`src/rtl/mem_io_ctrl.sv`:
```
// -----------------------------------------------------------------------------
// mem_io_ctrl
//   Memory/IO controller sitting between the eLC-3 datapath and the off-chip
//   SRAM plus console devices. Serves one request at a time: the control FSM
//   raises MIO_EN (with R_W, MAR, MDR) and polls the one-cycle ready pulse R.
//   Addresses xFE00..xFFFF are memory-mapped registers (KBSR, KBDR, DSR, DDR,
//   the rest read as zero); everything else goes to SRAM with WAIT_STATES
//   access cycles. MMIO accesses use identical timing but never strobe SRAM.
//
// Ports
//   Clk, Reset            clock, synchronous active-high reset
//   MIO_EN, R_W           request valid / direction (1 = write)
//   MAR, MDR              request address / write data
//   MDR_In, R             read data to MDRMUX / completion pulse
//   Mem_Addr, Mem_Wdata   registered SRAM address / write data
//   Mem_Rdata             SRAM read data
//   Mem_CE, Mem_WE        SRAM chip enable / write strobe (active-high)
//   Kbd_Valid, Kbd_Data   keyboard character strobe / character
//   Disp_Ready            display can accept a character
//   Disp_Valid, Disp_Data display character strobe / character (DDR[7:0])
// -----------------------------------------------------------------------------
module mem_io_ctrl #(
  parameter int WAIT_STATES = 2
) (
  input  logic        Clk,
  input  logic        Reset,
  input  logic        MIO_EN,
  input  logic        R_W,
  input  logic [15:0] MAR,
  input  logic [15:0] MDR,
  output logic [15:0] MDR_In,
  output logic        R,
  output logic [15:0] Mem_Addr,
  output logic [15:0] Mem_Wdata,
  input  logic [15:0] Mem_Rdata,
  output logic        Mem_CE,
  output logic        Mem_WE,
  input  logic        Kbd_Valid,
  input  logic [7:0]  Kbd_Data,
  input  logic        Disp_Ready,
  output logic        Disp_Valid,
  output logic [7:0]  Disp_Data
);

  localparam logic [3:0]  WAIT_LOAD = 4'(WAIT_STATES);
  localparam logic [15:0] ADDR_KBSR = 16'hFE00;
  localparam logic [15:0] ADDR_KBDR = 16'hFE02;
  localparam logic [15:0] ADDR_DSR  = 16'hFE04;
  localparam logic [15:0] ADDR_DDR  = 16'hFE06;

  typedef enum logic [1:0] {
    IDLE    = 2'd0,
    ACCESS  = 2'd1,
    DONE    = 2'd2,
    RELEASE = 2'd3
  } state_t;

  state_t      state, next_state;
  logic [3:0]  cnt;
  logic        wr_q;
  logic        kbsr_rdy;
  logic [7:0]  kbdr;
  logic        is_sram;
  logic        accept;
  logic        capture;

  // Read data for the latched address; MMIO registers shadow the top page.
  function automatic logic [15:0] rd_mux(input logic [15:0] addr,
                                         input logic [15:0] sram_d,
                                         input logic        kb_rdy,
                                         input logic [7:0]  kb_d,
                                         input logic        dsp_rdy);
    if (addr[15:9] != 7'h7F) return sram_d;
    case (addr)
      ADDR_KBSR: return {kb_rdy, 15'b0};
      ADDR_KBDR: return {8'b0, kb_d};
      ADDR_DSR:  return {dsp_rdy, 15'b0};
      default:   return 16'h0000;
    endcase
  endfunction

  assign is_sram = (Mem_Addr[15:9] != 7'h7F);

  always_comb begin
    next_state = state;
    R          = 1'b0;
    Mem_CE     = 1'b0;
    Mem_WE     = 1'b0;
    Disp_Valid = 1'b0;
    accept     = 1'b0;
    capture    = 1'b0;
    case (state)
      IDLE: begin
        if (MIO_EN) begin
          accept     = 1'b1;
          next_state = ACCESS;
        end
      end
      ACCESS: begin
        Mem_CE = is_sram;
        Mem_WE = is_sram && wr_q;
        // <=1 rather than ==1 so a zero count cannot wrap into a 16-cycle stall
        if (cnt <= 4'd1) begin
          capture    = 1'b1;
          next_state = DONE;
        end
      end
      DONE: begin
        R          = 1'b1;
        Disp_Valid = wr_q && (Mem_Addr == ADDR_DDR);
        next_state = RELEASE;
      end
      RELEASE: begin
        // Control holds MIO_EN until it sees R; wait for it to drop so the
        // same request is never served twice.
        if (!MIO_EN) next_state = IDLE;
      end
      default: next_state = IDLE;
    endcase
  end

  always_ff @(posedge Clk) begin
    if (Reset) begin
      state     <= IDLE;
      cnt       <= 4'd0;
      wr_q      <= 1'b0;
      Mem_Addr  <= 16'h0000;
      Mem_Wdata <= 16'h0000;
      MDR_In    <= 16'h0000;
      Disp_Data <= 8'h00;
      kbsr_rdy  <= 1'b0;
      kbdr      <= 8'h00;
    end else begin
      state <= next_state;

      // Request fields are sampled only on acceptance; later changes are ignored.
      if (accept) begin
        Mem_Addr  <= MAR;
        Mem_Wdata <= MDR;
        wr_q      <= R_W;
        cnt       <= WAIT_LOAD;
      end else if (state == ACCESS) begin
        cnt <= cnt - 4'd1;
      end

      if (capture && !wr_q)
        MDR_In <= rd_mux(Mem_Addr, Mem_Rdata, kbsr_rdy, kbdr, Disp_Ready);

      if (capture && wr_q && (Mem_Addr == ADDR_DDR))
        Disp_Data <= Mem_Wdata[7:0];

      // A new keystroke beats a simultaneous KBDR-read clear; the read itself
      // still returns the previous character (sampled above from old kbdr).
      if (Kbd_Valid) begin
        kbsr_rdy <= 1'b1;
        kbdr     <= Kbd_Data;
      end else if (capture && !wr_q && (Mem_Addr == ADDR_KBDR)) begin
        kbsr_rdy <= 1'b0;
      end
    end
  end

endmodule

```
`config.mk`:
```
export PLATFORM = sky130hd
export DESIGN_NAME = mem_io_ctrl
export DESIGN_NICKNAME = d
export VERILOG_FILES = /design/src/rtl/mem_io_ctrl.sv
export SDC_FILE = /design/constraint.sdc
export NUM_CORES = 1
export LEC_CHECK = 0
export CAP_MARGIN = 5
export CORE_ASPECT_RATIO = 2
export CORE_MARGIN = 1
export CORE_UTILIZATION = 46
export CTS_CLUSTER_SIZE = 28
export DETAILED_ROUTE_END_ITERATION = 6
export PLACE_DENSITY_LB_ADDON = 0.25
export SKIP_CTS_REPAIR_TIMING = 1
export SYNTH_ARGS = -nofsm -noshare
export SYNTH_HDL_FRONTEND = slang
export SYNTH_SLANG_ARGS = --single-unit
```
`constraint.sdc`:
```
create_clock -name Clk -period 2.5 [get_ports Clk]
set_input_delay 0.75 -clock Clk [delete_from_list [all_inputs] [get_ports Clk]]
set_output_delay 0.75 -clock Clk [all_outputs]
set_load 0.1 [all_outputs]
```
==> Yosys cells after proc, flatten, opt, wreduce, memory -nomap -nowiden <==
Cells that the tools add are included.
{ "totals": {"register_bits": 72, "input_bits": 62, "output_inout_bits": 60, "elab_cells": 57} }
{ "classes": {"addsub": 1, "magnitude_cmp": 1, "eq_ne": 11, "n_mux": 22, "reduce_logical": 12} }
{ "ops": {"columns": ["op", "count"], "rows": [
  ["16-bit == test (second input constant)", 4],
  ["16-bit one-hot mux with 3 select lines", 1],
  ["16-bit two-way mux", 2],
  ["1-bit two-way mux", 13],
  ["2-bit two-way mux", 5],
  ["2-bit one-hot mux with 4 select lines", 1],
  ["7-bit != test (second input constant)", 1],
  ["1-bit logical AND", 6],
  ["2-bit != test (second input constant)", 3],
  ["2-bit == test (second input constant)", 2],
  ["4-bit by 1-bit less-or-equal comparator with 1-bit output (second input constant)", 1],
  ["2-bit nonzero test", 2],
  ["4-bit by 1-bit subtractor with 4-bit output (second input constant)", 1],
  ["3-bit AND reduction", 1],
  ["2-bit by 1-bit == test with 1-bit output (second input constant)", 1],
  ["2-bit zero test", 1],
  ["2-bit OR reduction", 1],
  ["1-bit zero test", 1]
]} }

==> Longest topological paths before layout <==
{ "logic_depth": {"depth_word": 7, "depth_mapped": 8, "mapped_depth_nobuf": 6} }

==> Worst setup path after synthesis <==
OpenSTA, ideal clock, no wires.
{ "synth_path": {"path_kind": "register to output", "start": "register Mem_Addr[10]", "end": "output port Disp_Valid", "arrival_ps": 3794, "required_ps": 1750, "slack_ps": -2044, "stages_incl_launch_ff": 6, "n_path_buf": 2, "cell_sequence": "dfxtp_1 and4_1 nand2_1 buf_2 buf_2 nor3_1"} }
{ "synth_between": {"elab_chain_len": 3} }
{ "synth_lines": {"columns": ["element", "line_no", "rtl"], "rows": [
  ["from (decl)", "33", "output logic [15:0] Mem_Addr,"],
  ["from (signal assigned)", "127", "Mem_Addr <= 16'h0000;"],
  ["from (signal assigned)", "138", "Mem_Addr <= MAR;"],
  ["16-bit == test", "110", "Disp_Valid = wr_q && (Mem_Addr == ADDR_DDR);"],
  ["1-bit logical AND", "110", null],
  ["1-bit two-way mux", "92", "case (state)"],
  ["to (decl)", "41", "output logic Disp_Valid,"]
]} }
No other way between the ends.

==> Final worst setup path <==
{ "layout_path": {"start": "register Mem_Addr[0]", "end": "output port Disp_Valid"} }
The elaborated chain is that of the path after synthesis.

==> flow_metrics.py <==
metrics = {
    "run_status": {
        "status": "complete, no violations",
    },
    "clocking": {
        "cts-root-buf": "clkbuf_16",
        "cts_buffers": 9,
        "cts_tree": "built",
        "clock_latency_ns": 0.32,
        "clock-sinks": 72,
        "clk_path_buf_depth": 2,
        "htree_levels": 3,
        "clkTransAtPathRegs_ns": 0.05,
    },
    "critical_path": {
        "crit_path_end_kind": "output pin",
        "ff2ff_path_depth": 6,
        "timing.rr.start": "state[1]",
        "required_ns": 1.75,
        "max_stage_delay_ns": 0.38,
        "worstPathCellList": "nor4b_2 > nand2_1 > nor3_4 > buf_12",
        "critPathMaxFanout": 4,
        "reg2reg_slack_ns": 0.45,
        "critPathLaunchType": "register",
        "worstPathArrival_ns": 1.63,
        "slowest_stage": "nor4b_2",
        "critPathTopFamily": "simple AND/OR/NAND/NOR gates",
        "r2r-end": "MDR_In[15]",
        "crit_buf_inv": 1,
        "crit_type": "register to output pin",
    },
    "yosys": {
        "yosys-top-cells-count": "nand2_1, dfxtp_1, a21oi_1",
        "synth_area_per_cell_um2": 8.358,
        "syn_inst": 350,
        "synth.cell_area_um2": 2925,
        "synth_top_family_by_area": "simple AND/OR/NAND/NOR gates",
        "yosysTopAreaCellShare": 0.4927,
        "synth.ff_latch_count": 72,
        "muxShareOfSynthArea": 0.03422,
        "yosys_warnings": 0,
        "synthXorXnorAreaFrac": 0.008982,
        "yosys.area_share.simple": 0.2280,
        "synth_nets": 419,
        "ys_types": 35,
        "synth-compound-area-share": 0.1630,
        "synth_enable_flop_cells": 0,
        "async_flop_share": 0,
        "ys.flop_type": "dfxtp_1",
        "yosysMostFrequentCell": "nand2_1",
        "synth_area_leader_cell": "dfxtp_1",
        "synthAdderAreaFrac": 0.02994,
        "ys_seq_area_frac": 0.4927,
        "synth.area.top_cells": "dfxtp_1, nand2_1, a21oi_1",
    },
    "route": {
        "drtAntennaViolNets": 0,
        "wl_per_cell_um": 13.92,
        "via_count": 2811,
        "drt_pass1_iterations": 4,
        "vias_per_cell": 5.092,
        "drc": 0,
        "wirelength_um": 7682,
        "drtIter0Drc": 114,
    },
    "global_routing": {
        "antenna_found_initial": 0,
        "grt_pass1_vias": 2712,
        "gr-usage-all-layers": 0.2398,
        "grt_start_max_net_pins": 62,
        "grt_pass1_wl_um": 12410,
        "grt.overflow.total": 0,
    },
    "job": {
        "maxCapViolations": 0,
    },
    "min_path": {
        "min_from": "MDR_In[11]",
        "min_to": "MDR_In[11]",
        "min_path_cells": 2,
        "hold_class": "register to register",
    },
    "floorplanning": {
        "std_cell_rows": 40,
        "die_h_um": 114.8,
        "coreArea_um2": 6056,
        "die_x_um": 58.39,
        "pin_count": 122,
        "floorplan.initialDensity": 0.4831,
        "dieArea_um2": 6702,
    },
    "cells_and_area": {
        "num_antenna_cells": 0,
        "drive_above_1_share": 0.2329,
        "area_delta_synth_final_pct": 52.40,
        "layout.nets": 532,
        "final_core_util": 0.7362,
        "nFillCells": 439,
    },
    "pwr": {
        "peakVddDrop_mv": 0.7845,
        "power_mw": 5.440,
        "p_leak_nw": 1.795,
        "p_per_area_nw_per_um2": 1220,
    },
    "timing": {
        "fin_crit_sh": 0.9524,
        "hold_viol": 0,
        "worst_slew_pin_slew_ns": 0.6259,
        "fin_skew_ns": 0.006444,
        "final-setup-viol-count": 0,
        "fmax_ghz": 0.4200,
        "drv_slew": 0,
        "timing.slew.headroom": 0.5828,
        "min_period_ns": 2.381,
        "rsz0062_at_grt": "false",
    },
    "placed_design": {
        "dp_hpwl_um": 5519,
        "gp_congestion": 0.8143,
        "port_buffers": 121,
    },
}
[state kept, by name, indices dropped and copies added (netlist names)]
register,cells
cnt,4
wr_q,1
Mem_Addr,16
Mem_Wdata,16
Disp_Data,8
kbsr_rdy,1
state,2
MDR_In,16
kbdr,8
[worst max path at each step]
stage / from / end / slack [ns] / cells past startpoint
6_report: Mem_Addr[0] / Disp_Valid / 0.12 / 4
5_1_grt: state[1] / Mem_WE / 0.04 / 4
4_1_cts: Mem_Addr[0] / Disp_Valid / 0.12 / 4
3_5_place_dp: MIO_EN / state[0] / 0.45 / 4
3_3_place_gp: MIO_EN / state[1] / 0.46 / 4
2_1_floorplan: Mem_Addr[13] / Disp_Valid / -0.18 / 5
[power by group]
group,internal (mW),switching [mW]
registers,1.38,0.158
clock network,0.823,0.441
logic,0.686,1.96
[worst reg2reg max path, cell delays in order (launching register included)]
cell and delay (ns):
dfxtp_1 0.34, inv_1 0.16, ha_1 0.34, nand2b_2 0.16, or3_1 0.61, a21oi_1 0.24
a211oi_1 0.09
[logic make-up after synthesis]
kind of cell / count (synthesis)
flip-flops: 72
AND/OR/NAND/NOR: 145
multiplexers: 10
buffers and inverters: 29
AO/OA/AOI/OAI: 84
XOR/XNOR: 3
adder cells (fa/ha/maj): 7
[per-layer routing]
layer  GRT usage  wire length (um)
met1      0.2586              2869
met2      0.4490              4295
met3     0.05624               440
met4     0.07143                77
met5           0                 0
[layout make-up]
class,instances,area [um2],share of cell area
Sequential cell,72,1481,0.3323
Multi-Input combinational cell,249,1384,0.3104
Timing Repair Buffer,126,1169,0.2621
Clock buffer,13,260.3,0.05838
Tap cell,84,105.1,0.02358
Clock inverter,3,40.04,0.008981
Inverter,5,18.77,0.004210
[cells in the final DEF (no fill, tap or decap), types with 3 or more instances in the layout]
cell type,n
ha_1,6
nand2_1,88
a21oi_2,3
clkdlybuf4s50_1,60
inv_1,5
buf_4,59
and4_1,3
a211oi_1,10
nor3_1,5
nand3_1,16
o21ai_0,10
buf_12,6
mux2i_1,10
dfxtp_1,56
nor2_1,18
dfxtp_4,8
dfxtp_2,8
a21oi_1,56
clkbuf_16,9
[metrics by stage]
stage               setup slack [ns]  std cells  area [um2]  setup TNS (ns)  hold WS (ns)
CTS                           0.1242        552        4458               0        0.4520
floorplan                    -0.1779        350        3004         -0.1779        0.4405
global placement              0.4609        536        4158               0        0.4387
finish                        0.1189        552        4458               0        0.4476
global route                 0.04387        552        4458               0        0.4789
detailed placement            0.4454        536        4158               0        0.4449
(Power assumes the default switching activity.)
